==> src/rtl/flash_cmd_sequencer_if.sv <==
// ---------------------------------------------------------------------------
// FlashCmdSequencerIf
// Bundles the command handshake, CPU arbitration input and the parallel NOR
// flash bus used by flash_cmd_sequencer.
//
// Ports / members:
//   cmd_valid, cmd_op[1:0], cmd_addr[26:0], cmd_data[7:0]   command request
//   cmd_ready                                                 IDLE indicator
//   cpu_rom_access                                            CPU owns flash bus
//   flash_addr[26:0], flash_dout[7:0], flash_din[7:0]         flash data/addr
//   flash_ce_n, flash_oe_n, flash_we_n                        active-low strobes
//   flash_dout_en                                             write-data drive
//   busy, done, error                                         status
//
// Modports:
//   slave  - the sequencer itself
//   master - the command issuer / environment (CPU side plus flash device)
// ---------------------------------------------------------------------------
interface flash_cmd_sequencer_if;
    logic        cmd_valid;
    logic [1:0]  cmd_op;
    logic [26:0] cmd_addr;
    logic [7:0]  cmd_data;
    logic        cmd_ready;
    logic        cpu_rom_access;
    logic [26:0] flash_addr;
    logic [7:0]  flash_dout;
    logic [7:0]  flash_din;
    logic        flash_ce_n;
    logic        flash_oe_n;
    logic        flash_we_n;
    logic        flash_dout_en;
    logic        busy;
    logic        done;
    logic        error;

    modport slave (
        input  cmd_valid, cmd_op, cmd_addr, cmd_data, cpu_rom_access, flash_din,
        output cmd_ready, flash_addr, flash_dout, flash_ce_n, flash_oe_n,
               flash_we_n, flash_dout_en, busy, done, error
    );

    modport master (
        output cmd_valid, cmd_op, cmd_addr, cmd_data, cpu_rom_access, flash_din,
        input  cmd_ready, flash_addr, flash_dout, flash_ce_n, flash_oe_n,
               flash_we_n, flash_dout_en, busy, done, error
    );
endinterface

==> src/rtl/flash_cmd_sequencer.sv <==
// ---------------------------------------------------------------------------
// flash_cmd_sequencer
// Issues AMD/JEDEC-style NOR flash command sequences (program byte, sector
// erase, chip erase, reset/F0) and polls the device with the DQ6 toggle bit
// until the embedded operation finishes or the poll budget runs out.
//
// Ports:
//   m2     - clock, all state changes on its rising edge
//   reset  - asynchronous, active-high reset
//   bus    - flash_cmd_sequencer_if.slave (command handshake + flash bus)
//
// Parameters:
//   TIMEOUT_W - width of the poll-pair counter; a toggling poll gives up
//               after 2^TIMEOUT_W-1 pairs.
//
// Build option:
//   FLASH_SEQ_DQ5_ABORT_EN - when defined, a toggling poll pair with DQ5=1
//   in the second read is treated as a device failure and aborted at once.
// ---------------------------------------------------------------------------
module flash_cmd_sequencer #(
    parameter int TIMEOUT_W = 20
) (
    input logic               m2,
    input logic               reset,
    flash_cmd_sequencer_if.slave bus
);

    typedef enum logic [2:0] {
        IDLE, ARB, WR_SETUP, WR_PULSE, WR_HOLD, RD_A, RD_B, FINISH
    } seqState_t;

    localparam logic [1:0]  OP_PROG  = 2'b00;
    localparam logic [1:0]  OP_SECT  = 2'b01;
    localparam logic [1:0]  OP_CHIP  = 2'b10;
    localparam logic [1:0]  OP_RST   = 2'b11;
    localparam logic [26:0] ADDR_AAA = 27'h0000AAA;
    localparam logic [26:0] ADDR_555 = 27'h0000555;

    seqState_t              state_q;
    logic [1:0]             op_q;
    logic [26:0]            cmdAddr_q;
    logic [7:0]             cmdData_q;
    logic [2:0]             step_q;
    logic [TIMEOUT_W-1:0]   tmo_q;
    logic                   sampleDq6_q;
    logic                   pollNext_q;
    logic                   f0Pending_q;
    logic                   error_q;
    logic                   done_q;
    logic                   ceN_q;
    logic                   oeN_q;
    logic                   weN_q;
    logic                   doutEn_q;
    logic [26:0]            flashAddr_q;
    logic [7:0]             flashDout_q;

    logic [26:0]            pairAddr;
    logic [7:0]             pairData;
    logic [2:0]             lastStep;
    logic [TIMEOUT_W-1:0]   tmo_d;
    logic                   tmoWrap;
    logic                   dq5Abort;

    // Address/data pair for the current step. A pending recovery reset
    // overrides the normal table so the F0 write reuses the same bus cycle.
    always_comb begin
        pairAddr = cmdAddr_q;
        pairData = 8'hF0;
        lastStep = 3'd0;
        if (!f0Pending_q) begin
            case (op_q)
                OP_PROG: begin
                    lastStep = 3'd3;
                    case (step_q)
                        3'd0:    begin pairAddr = ADDR_AAA;  pairData = 8'hAA;     end
                        3'd1:    begin pairAddr = ADDR_555;  pairData = 8'h55;     end
                        3'd2:    begin pairAddr = ADDR_AAA;  pairData = 8'hA0;     end
                        default: begin pairAddr = cmdAddr_q; pairData = cmdData_q; end
                    endcase
                end
                OP_SECT, OP_CHIP: begin
                    lastStep = 3'd5;
                    case (step_q)
                        3'd0, 3'd3: begin pairAddr = ADDR_AAA; pairData = 8'hAA; end
                        3'd1, 3'd4: begin pairAddr = ADDR_555; pairData = 8'h55; end
                        3'd2:       begin pairAddr = ADDR_AAA; pairData = 8'h80; end
                        default: begin
                            if (op_q == OP_SECT) begin
                                pairAddr = cmdAddr_q;
                                pairData = 8'h30;
                            end else begin
                                pairAddr = ADDR_AAA;
                                pairData = 8'h10;
                            end
                        end
                    endcase
                end
                default: begin
                    pairAddr = cmdAddr_q;
                    pairData = 8'hF0;
                end
            endcase
        end
    end

    // The poll budget is exhausted once the incremented count reaches all ones.
    assign tmo_d   = tmo_q + {{(TIMEOUT_W-1){1'b0}}, 1'b1};
    assign tmoWrap = &tmo_d;

`ifdef FLASH_SEQ_DQ5_ABORT_EN
    assign dq5Abort = bus.flash_din[5];
`else
    assign dq5Abort = 1'b0;
`endif

    // Main sequencer: every bus strobe is registered and updated on the same
    // edge that enters the state it belongs to, so the flash sees clean,
    // glitch-free strobes aligned with the state register.
    always_ff @(posedge m2 or posedge reset) begin
        if (reset) begin
            state_q     <= IDLE;
            op_q        <= OP_PROG;
            cmdAddr_q   <= '0;
            cmdData_q   <= '0;
            step_q      <= '0;
            tmo_q       <= '0;
            sampleDq6_q <= 1'b0;
            pollNext_q  <= 1'b0;
            f0Pending_q <= 1'b0;
            error_q     <= 1'b0;
            done_q      <= 1'b0;
            ceN_q       <= 1'b1;
            oeN_q       <= 1'b1;
            weN_q       <= 1'b1;
            doutEn_q    <= 1'b0;
            flashAddr_q <= '0;
            flashDout_q <= '0;
        end else begin
            done_q <= 1'b0;
            case (state_q)
                IDLE: begin
                    if (bus.cmd_valid) begin
                        op_q        <= bus.cmd_op;
                        cmdAddr_q   <= bus.cmd_addr;
                        cmdData_q   <= bus.cmd_data;
                        error_q     <= 1'b0;
                        step_q      <= '0;
                        tmo_q       <= '0;
                        pollNext_q  <= 1'b0;
                        f0Pending_q <= 1'b0;
                        state_q     <= ARB;
                    end
                end
                ARB: begin
                    // The CPU is only given priority between bus cycles.
                    if (!bus.cpu_rom_access) begin
                        ceN_q <= 1'b0;
                        if (pollNext_q) begin
                            oeN_q       <= 1'b0;
                            doutEn_q    <= 1'b0;
                            flashAddr_q <= cmdAddr_q;
                            state_q     <= RD_A;
                        end else begin
                            doutEn_q    <= 1'b1;
                            flashAddr_q <= pairAddr;
                            flashDout_q <= pairData;
                            state_q     <= WR_SETUP;
                        end
                    end
                end
                WR_SETUP: begin
                    weN_q   <= 1'b0;
                    state_q <= WR_PULSE;
                end
                WR_PULSE: begin
                    weN_q   <= 1'b1;
                    ceN_q   <= 1'b1;
                    state_q <= WR_HOLD;
                end
                WR_HOLD: begin
                    doutEn_q <= 1'b0;
                    if (f0Pending_q || (op_q == OP_RST)) begin
                        f0Pending_q <= 1'b0;
                        done_q      <= ~error_q;
                        state_q     <= FINISH;
                    end else if (step_q != lastStep) begin
                        step_q  <= step_q + 3'd1;
                        state_q <= ARB;
                    end else begin
                        pollNext_q <= 1'b1;
                        state_q    <= ARB;
                    end
                end
                RD_A: begin
                    sampleDq6_q <= bus.flash_din[6];
                    state_q     <= RD_B;
                end
                RD_B: begin
                    ceN_q <= 1'b1;
                    oeN_q <= 1'b1;
                    if (bus.flash_din[6] == sampleDq6_q) begin
                        done_q  <= ~error_q;
                        state_q <= FINISH;
                    end else if (dq5Abort || tmoWrap) begin
                        // Device failed or never settled: recover it with F0.
                        tmo_q       <= tmo_d;
                        error_q     <= 1'b1;
                        f0Pending_q <= 1'b1;
                        pollNext_q  <= 1'b0;
                        state_q     <= ARB;
                    end else begin
                        tmo_q   <= tmo_d;
                        state_q <= ARB;
                    end
                end
                FINISH: begin
                    state_q <= IDLE;
                end
                default: begin
                    state_q <= IDLE;
                end
            endcase
        end
    end

    assign bus.cmd_ready     = (state_q == IDLE);
    assign bus.busy          = (state_q != IDLE);
    assign bus.done          = done_q;
    assign bus.error         = error_q;
    assign bus.flash_ce_n    = ceN_q;
    assign bus.flash_oe_n    = oeN_q;
    assign bus.flash_we_n    = weN_q;
    assign bus.flash_dout_en = doutEn_q;
    assign bus.flash_addr    = flashAddr_q;
    assign bus.flash_dout    = flashDout_q;

endmodule
==> src/flat_wrapper.sv <==
// flat-port wrapper written by rule: the top's interface ports become plain ports
module flash_cmd_sequencer_flat 
#(
    parameter int TIMEOUT_W = 20
)
  (m2, reset, bus_cmd_valid, bus_cmd_op, bus_cmd_addr, bus_cmd_data, bus_cpu_rom_access, bus_flash_din, bus_cmd_ready, bus_flash_addr, bus_flash_dout, bus_flash_ce_n, bus_flash_oe_n, bus_flash_we_n, bus_flash_dout_en, bus_busy, bus_done, bus_error);
  flash_cmd_sequencer_if bus_i ();
  input logic m2;
  input logic reset;
  input wire logic [$bits(bus_i.cmd_valid)-1:0] bus_cmd_valid;
  input wire logic [$bits(bus_i.cmd_op)-1:0] bus_cmd_op;
  input wire logic [$bits(bus_i.cmd_addr)-1:0] bus_cmd_addr;
  input wire logic [$bits(bus_i.cmd_data)-1:0] bus_cmd_data;
  input wire logic [$bits(bus_i.cpu_rom_access)-1:0] bus_cpu_rom_access;
  input wire logic [$bits(bus_i.flash_din)-1:0] bus_flash_din;
  output wire logic [$bits(bus_i.cmd_ready)-1:0] bus_cmd_ready;
  output wire logic [$bits(bus_i.flash_addr)-1:0] bus_flash_addr;
  output wire logic [$bits(bus_i.flash_dout)-1:0] bus_flash_dout;
  output wire logic [$bits(bus_i.flash_ce_n)-1:0] bus_flash_ce_n;
  output wire logic [$bits(bus_i.flash_oe_n)-1:0] bus_flash_oe_n;
  output wire logic [$bits(bus_i.flash_we_n)-1:0] bus_flash_we_n;
  output wire logic [$bits(bus_i.flash_dout_en)-1:0] bus_flash_dout_en;
  output wire logic [$bits(bus_i.busy)-1:0] bus_busy;
  output wire logic [$bits(bus_i.done)-1:0] bus_done;
  output wire logic [$bits(bus_i.error)-1:0] bus_error;
  assign bus_i.cmd_valid = bus_cmd_valid;
  assign bus_i.cmd_op = bus_cmd_op;
  assign bus_i.cmd_addr = bus_cmd_addr;
  assign bus_i.cmd_data = bus_cmd_data;
  assign bus_i.cpu_rom_access = bus_cpu_rom_access;
  assign bus_i.flash_din = bus_flash_din;
  assign bus_cmd_ready = bus_i.cmd_ready;
  assign bus_flash_addr = bus_i.flash_addr;
  assign bus_flash_dout = bus_i.flash_dout;
  assign bus_flash_ce_n = bus_i.flash_ce_n;
  assign bus_flash_oe_n = bus_i.flash_oe_n;
  assign bus_flash_we_n = bus_i.flash_we_n;
  assign bus_flash_dout_en = bus_i.flash_dout_en;
  assign bus_busy = bus_i.busy;
  assign bus_done = bus_i.done;
  assign bus_error = bus_i.error;
  flash_cmd_sequencer #(.TIMEOUT_W(TIMEOUT_W)) u_core (.m2(m2), .reset(reset), .bus(bus_i));
endmodule
==> config.mk <==
export PLATFORM = sky130hd
export DESIGN_NAME = flash_cmd_sequencer_flat
export DESIGN_NICKNAME = d
export VERILOG_FILES = /design/src/rtl/flash_cmd_sequencer_if.sv /design/src/rtl/flash_cmd_sequencer.sv /design/src/flat_wrapper.sv
export SDC_FILE = /design/constraint.sdc
export NUM_CORES = 1
export LEC_CHECK = 0
export CAP_MARGIN = 20
export CELL_PAD_IN_SITES_DETAIL_PLACEMENT = 1
export CELL_PAD_IN_SITES_GLOBAL_PLACEMENT = 1
export CORE_ASPECT_RATIO = 1.1
export CORE_UTILIZATION = 41
export CTS_CLUSTER_DIAMETER = 150
export DETAILED_ROUTE_END_ITERATION = 12
export HOLD_SLACK_MARGIN = 0.03
export PLACE_DENSITY = 0.89
export SLEW_MARGIN = 20
export SYNTH_ARGS = -nofsm -noshare
export SYNTH_HDL_FRONTEND = slang
export SYNTH_SLANG_ARGS = --single-unit
==> constraint.sdc <==
create_clock -name m2 -period 3.8 [get_ports m2]
set_clock_uncertainty 0.15 [all_clocks]
set_input_delay 0.38 -clock m2 [delete_from_list [all_inputs] [get_ports m2]]
set_output_delay 0.38 -clock m2 [all_outputs]
set_load 0.02 [all_outputs]
## After elaboration in Yosys (flattened, before gate mapping)

Index checks and enable logic that the tools add are counted.

- Bits in registers: 107
- Input bits: 49
- Word-level logic and storage cells: 127

- Add/subtract/negate cells: 2
- Eq/ne operators: 25
- Multiplexer cells: 49
- Bitwise operators: 3
- Reduce and logical (&&, ||, !) cells: 31

Operators with widths:

| cell | number |
|---|---|
| one-hot mux 27 bit (2 select lines) | 3 |
| 2-to-1 mux 27 bit | 3 |
| one-hot mux 8 bit (3 select lines) | 2 |
| 2-to-1 mux 20 bit | 2 |
| one-hot mux 20 bit (2 select lines) | 1 |
| 2-to-1 mux 3 bit | 9 |
| one-hot mux 3 bit (8 select lines) | 1 |
| adder 20 x 1 -> 20 bit (second input constant) | 1 |
| AND reduction 20 bit | 1 |
| one-hot mux 8 bit (2 select lines) | 1 |
| equality test 3 bit (second input constant) | 5 |
| 2-to-1 mux 1 bit | 15 |
| equality test 3 x 2 -> 1 bit (second input constant) | 4 |
| one-hot mux 1 bit (2 select lines) | 6 |
| one-hot mux 3 bit (2 select lines) | 2 |
| nonzero test 2 bit | 6 |
| inequality test 2 bit (second input constant) | 5 |
| AND reduction 2 bit | 5 |
| OR reduction 2 bit | 5 |
| AND reduction 3 bit | 3 |
| 2-to-1 mux 8 bit | 1 |
| inequality test 2 x 1 -> 1 bit (second input constant) | 4 |
| AND reduction 4 bit | 2 |
| equality test 3 x 1 -> 1 bit (second input constant) | 2 |
| other kinds (15) | 21 |

## Depth between registers and ports, before layout

- Depth in word-level cells: 8
- Depth in mapped cells: 10
- Depth with buffers taken out: 8

## Worst setup path before layout

OpenSTA, ideal clock, no wires.

- Path type: flip-flop to flip-flop
- Start: register u_core.state_q[1]
- End: register u_core.cmdAddr_q[10]
- Setup time: 125 ps
- Data arrival time: 2198 ps
- Setup slack: 1327 ps
- Stages on the path, launching flop included: 7
- Period minus slack after synthesis: 2473 ps
- Cell sequence: dfrtp_1 > clkbuf_1 > nor3_1 > and2_1 > clkbuf_1 > clkbuf_1 > mux2_2

- Word-level cells in the longest chain between the ends: 2

RTL lines:

| element | line | RTL |
|---|---|---|
| start: declaration | flash_cmd_sequencer.sv:39 | `seqState_t state_q;` |
| start signal: assignment | flash_cmd_sequencer.sv:121 | `state_q <= IDLE;` |
| start signal: assignment | flash_cmd_sequencer.sv:151 | `state_q <= ARB;` |
| start signal: assignment | flash_cmd_sequencer.sv:162 | `state_q <= RD_A;` |
| logical NOT 3 bit | - |  |
| net bus_cmd_ready | flat_wrapper.sv:16 | `output wire logic [$bits(bus_i.cmd_ready)-1:0] bus_cmd_ready;` |
| AND reduction 2 bit (no source line) | - |  |
| end signal: assignment | flash_cmd_sequencer.sv:144 | `cmdAddr_q <= bus.cmd_addr;` |
| end: declaration | flash_cmd_sequencer.sv:41 | `logic [26:0] cmdAddr_q;` |

The timed path passes the listed nets, and every way through them passes these cells.
A chain may end at the register's enable or synchronous reset.

## Final worst setup path

- Start: register u_core.state_q[2]
- End: register u_core.flashDout_q[0] (netlist: u_core.bus.flash_dout[0])

- Word-level cells in the longest chain between the ends: 2

RTL lines:

| element | line | RTL |
|---|---|---|
| equality test 3 x 1 -> 1 bit | flash_cmd_sequencer.sv:140 | `case (state_q)` |
| AND reduction 3 bit (no source line) | - |  |
| end signal: assignment | flash_cmd_sequencer.sv:166 | `flashDout_q <= pairData;` |
| end: declaration | flash_cmd_sequencer.sv:55 | `logic [7:0] flashDout_q;` |

Every way passes these cells.

==> impl_metrics.json <==
{
  "fp.dieArea_um2": 13700,
  "ys_top_cells_by_area": "dfrtp_1, mux2_2, o21ai_0, a21oi_1, nor2_1",
  "grt_max_degree": 89,
  "finalWeightedCongestion": 0.880,
  "die_width_um": 112,
  "hold_depth": 2,
  "vias_per_cell": 5.89,
  "ioPinCount": 92,
  "setup_viol_count_final": 0,
  "cellPowerDensity_nw_per_um2": 749,
  "crit_path_start_kind": "register",
  "synth-compound-area-share_pct": 20.6,
  "cts_max_path_buffers": 2,
  "layout-drive-gt1-share_pct": 11.9,
  "min_period_ns": 2.78,
  "reg2reg_setup_slack_ns": 1.02,
  "finalCritPeriodShare_pct": 73.0,
  "grt.met2_usage_pct": 42.1,
  "hold_class": "reg2reg",
  "grt_pass1_wl_um": 24900,
  "ant_nets": 0,
  "synthCells": 552,
  "end_kind": "register",
  "post_drt_wl_per_cell_um": 19.3,
  "numCtsBuffers": 9,
  "ys_types": 55,
  "cts_tree": "done",
  "start_util_pct": 42.4,
  "yosysWarnings": 0,
  "area_growth_syn_to_layout_pct": 22.8,
  "regToRegStartpoint": "u_core.state_q[2]",
  "ctsResizeCount": 0,
  "grt_overflow": 0,
  "timing.fmax_mhz": 360,
  "vias": 4588,
  "synth_top_area_share_pct": 48.1,
  "crit_arrival_ns": 2.87,
  "antenna_found_initial": 0,
  "n_antenna_cell": 0,
  "slew_headroom_pct": 29.7,
  "track_usage_pct": 23.3,
  "drcViolationCount": 6,
  "synth-seq-cells": 107,
  "ir_drop_mv": 0.246,
  "use_met1_pct": 27.7,
  "drtIter0Drc": 241,
  "die_h_um": 122,
  "grt_pass1_vias": 4817,
  "cts_sinks": 107,
  "ys_seq_area_share_pct": 49.6,
  "clk_latency_ns": 0.37,
  "whs_ns": 0.330,
  "reg2reg_depth": 5,
  "busiest_layer": "met2",
  "syn-num-nets": 612,
  "avgSynthCellArea_um2": 9.80,
  "firstDrtPassIters": 10,
  "core-area_um2": 12800,
  "cts_setup_buffers": 0,
  "p_leak_nw": 2.73,
  "slowest_delay_ns": 0.62,
  "met3_usage_pct": 3.41,
  "synth-xor-area-share_pct": 0.972,
  "synth-edff-count": 0,
  "routed_wl_um": 15100,
  "htreeDepth": 3,
  "worst_slew_pin_slew_ns": 1.05,
  "synth-main-ff-cell": "dfrtp_1",
  "synthMuxAreaShare_pct": 8.51,
  "synthAdderAreaFrac_pct": 2.55,
  "slew_violations": 0,
  "cts_hold_buf": 0,
  "worstPathMaxFanout": 45,
  "crit_chain": "nand2b_1 -> or3_1 -> buf_4 -> nor2_1 -> mux2_2",
  "place_hpwl_um": 10500,
  "finalHoldViolCount": 0,
  "critical_path_required_ns": 3.90,
  "cap_viol_max_count": 0,
  "clockRootBuffer": "clkbuf_16",
  "port_buffers": 84,
  "holdPathEnd": "u_core.bus.flash_addr[1]",
  "status": "finished, violations left",
  "rsz0062_at_grt": "false",
  "r2r-end": "u_core.bus.flash_dout[0]",
  "synth_async_sr_flop_share_pct": 100,
  "synth_top_family_by_area": "compound AO/OA/AOI/OAI gates",
  "synth_area_um2": 5410,
  "fin_nets": 678,
  "synthSimpleGateAreaFrac_pct": 14.0,
  "violations": "DRC",
  "synth_top_area_cell": "dfrtp_1",
  "clk_pin_slew_ns": 0.07,
  "path_class": "reg2reg",
  "tns_ns": 0,
  "crit_slowest_cell": "nor2_1",
  "num_rows": 43,
  "min_from": "u_core.bus.flash_addr[1]"
}
[synth_stat cells (all sizes together) (2+ instances only)]
cell,instances
o21ai,60
buf,7
dfstp,3
ha,11
a31oi,12
o41ai,2
o31ai,15
a2111oi,2
a41oi,2
and2,4
o31a,2
nor2b,2
o21a,3
nor3,5
o32ai,2
nor2,48
nand3,12
clkbuf,31
mux2,40
nand2,42
o22ai,5
a21o,5
nand4b,2
nor4,5
nand4,9
and3,6
inv,15
a22o,15
or3,2
a21oi,42
xnor2,5
dfrtp,104
or2,3
nand2b,13
[per-layer routing]
metal | part of all wire [%] | wire length (um)
met5 | 0 | 0
met4 | 1.9 | 291
met3 | 3.0 | 452
met2 | 53 | 7940
met1 | 42 | 6370
[power by group]
part / switching (W) / internal (W)
Sequential: 0.000307 / 0.00155
Clock: 0.000451 / 0.000447
Combinational: 0.00123 / 0.000985
Total: 0.00199 / 0.00298
[worst max path at each step]
stage,from,end,slack (ns)
floorplan,reset,u_core.bus.done,0.46
global placement,bus_cpu_rom_access,u_core.bus.flash_dout[0],1.02
detailed placement,bus_cpu_rom_access,u_core.bus.flash_dout[0],1.01
CTS,u_core.state_q[2],u_core.bus.flash_dout[0],1.04
global route,u_core.state_q[2],u_core.bus.flash_dout[3],0.84
finish,u_core.state_q[2],u_core.bus.flash_dout[0],1.02
[cell families (layout without fill, tap and decap cells)]
group	count (synthesis)	after routing
adder cells (fa/ha/maj)	11	11
flip-flops	107	107
AND/OR/NAND/NOR	156	156
buffers and inverters	53	123
multiplexers	41	41
XOR/XNOR	6	6
AO/OA/AOI/OAI	178	178
[worst max-delay path, delay by kind of cell (launching register included)]
family / cells / cell delay, ns
buffers and inverters: 1 / 0.27
DFF: 1 / 0.55
muxes: 1 / 0.42
and+or+nand+nor: 3 / 1.25
[flip-flops by register name, summed over array words and instances (netlist names)]
signal,cells
u_core.bus.flash_dout,8
u_core.bus.flash_addr,27
u_core.bus.done,1
u_core.bus.flash_oe_n,1
u_core.bus.flash_dout_en,1
u_core.f0Pending_q,1
u_core.bus.error,1
u_core.pollNext_q,1
u_core.op_q,2
u_core.tmo_q,20
u_core.cmdData_q,8
u_core.state_q,3
u_core.bus.flash_we_n,1
u_core.sampleDq6_q,1
u_core.step_q,3
u_core.bus.flash_ce_n,1
u_core.cmdAddr_q,27
[cell type report]
class | instances | area [um2]
clock buffer | 10 | 229
timing repair buffer | 93 | 908
tap | 157 | 196
multi-input combinational | 392 | 2520
inverter | 15 | 61.3
clock inverter | 5 | 38.8
fill | 1443 | 6110
sequential | 107 | 2680
[through the flow]
stage	utilization, %	area (um2)	total power, W	cells	setup slack (ns)
floorplan	-	5410	0.00324	552	0.458
global placement	50.0	6370	0.00394	764	1.02
detailed placement	50.0	6370	0.00408	764	1.01
CTS	52.1	6640	0.00499	779	1.04
global route	52.1	6640	0.00528	779	0.840
finish	52.1	6640	0.00497	779	1.02
[placed cells by master (no fill, tap or decap), types with 3 or more instances in the layout]
master and count:
nand4_1 9, dfstp_2 3, a21o_1 5, nor4_1 5
and3_1 6, o21ai_0 58, buf_4 9, ha_1 11
a31oi_1 12, mux2_2 40, nand2b_1 13, and2_1 3
nor3_1 5, o31ai_1 15, clkdlybuf4s50_1 84, a22o_1 15
a21oi_1 42, dfrtp_1 104, xnor2_1 5, clkbuf_16 9
o22ai_1 5, o21a_1 3, inv_1 14, nand3_1 11
inv_6 3, nor2_1 48, nand2_1 42
No activity file was read; power rests on OpenSTA's default activity.
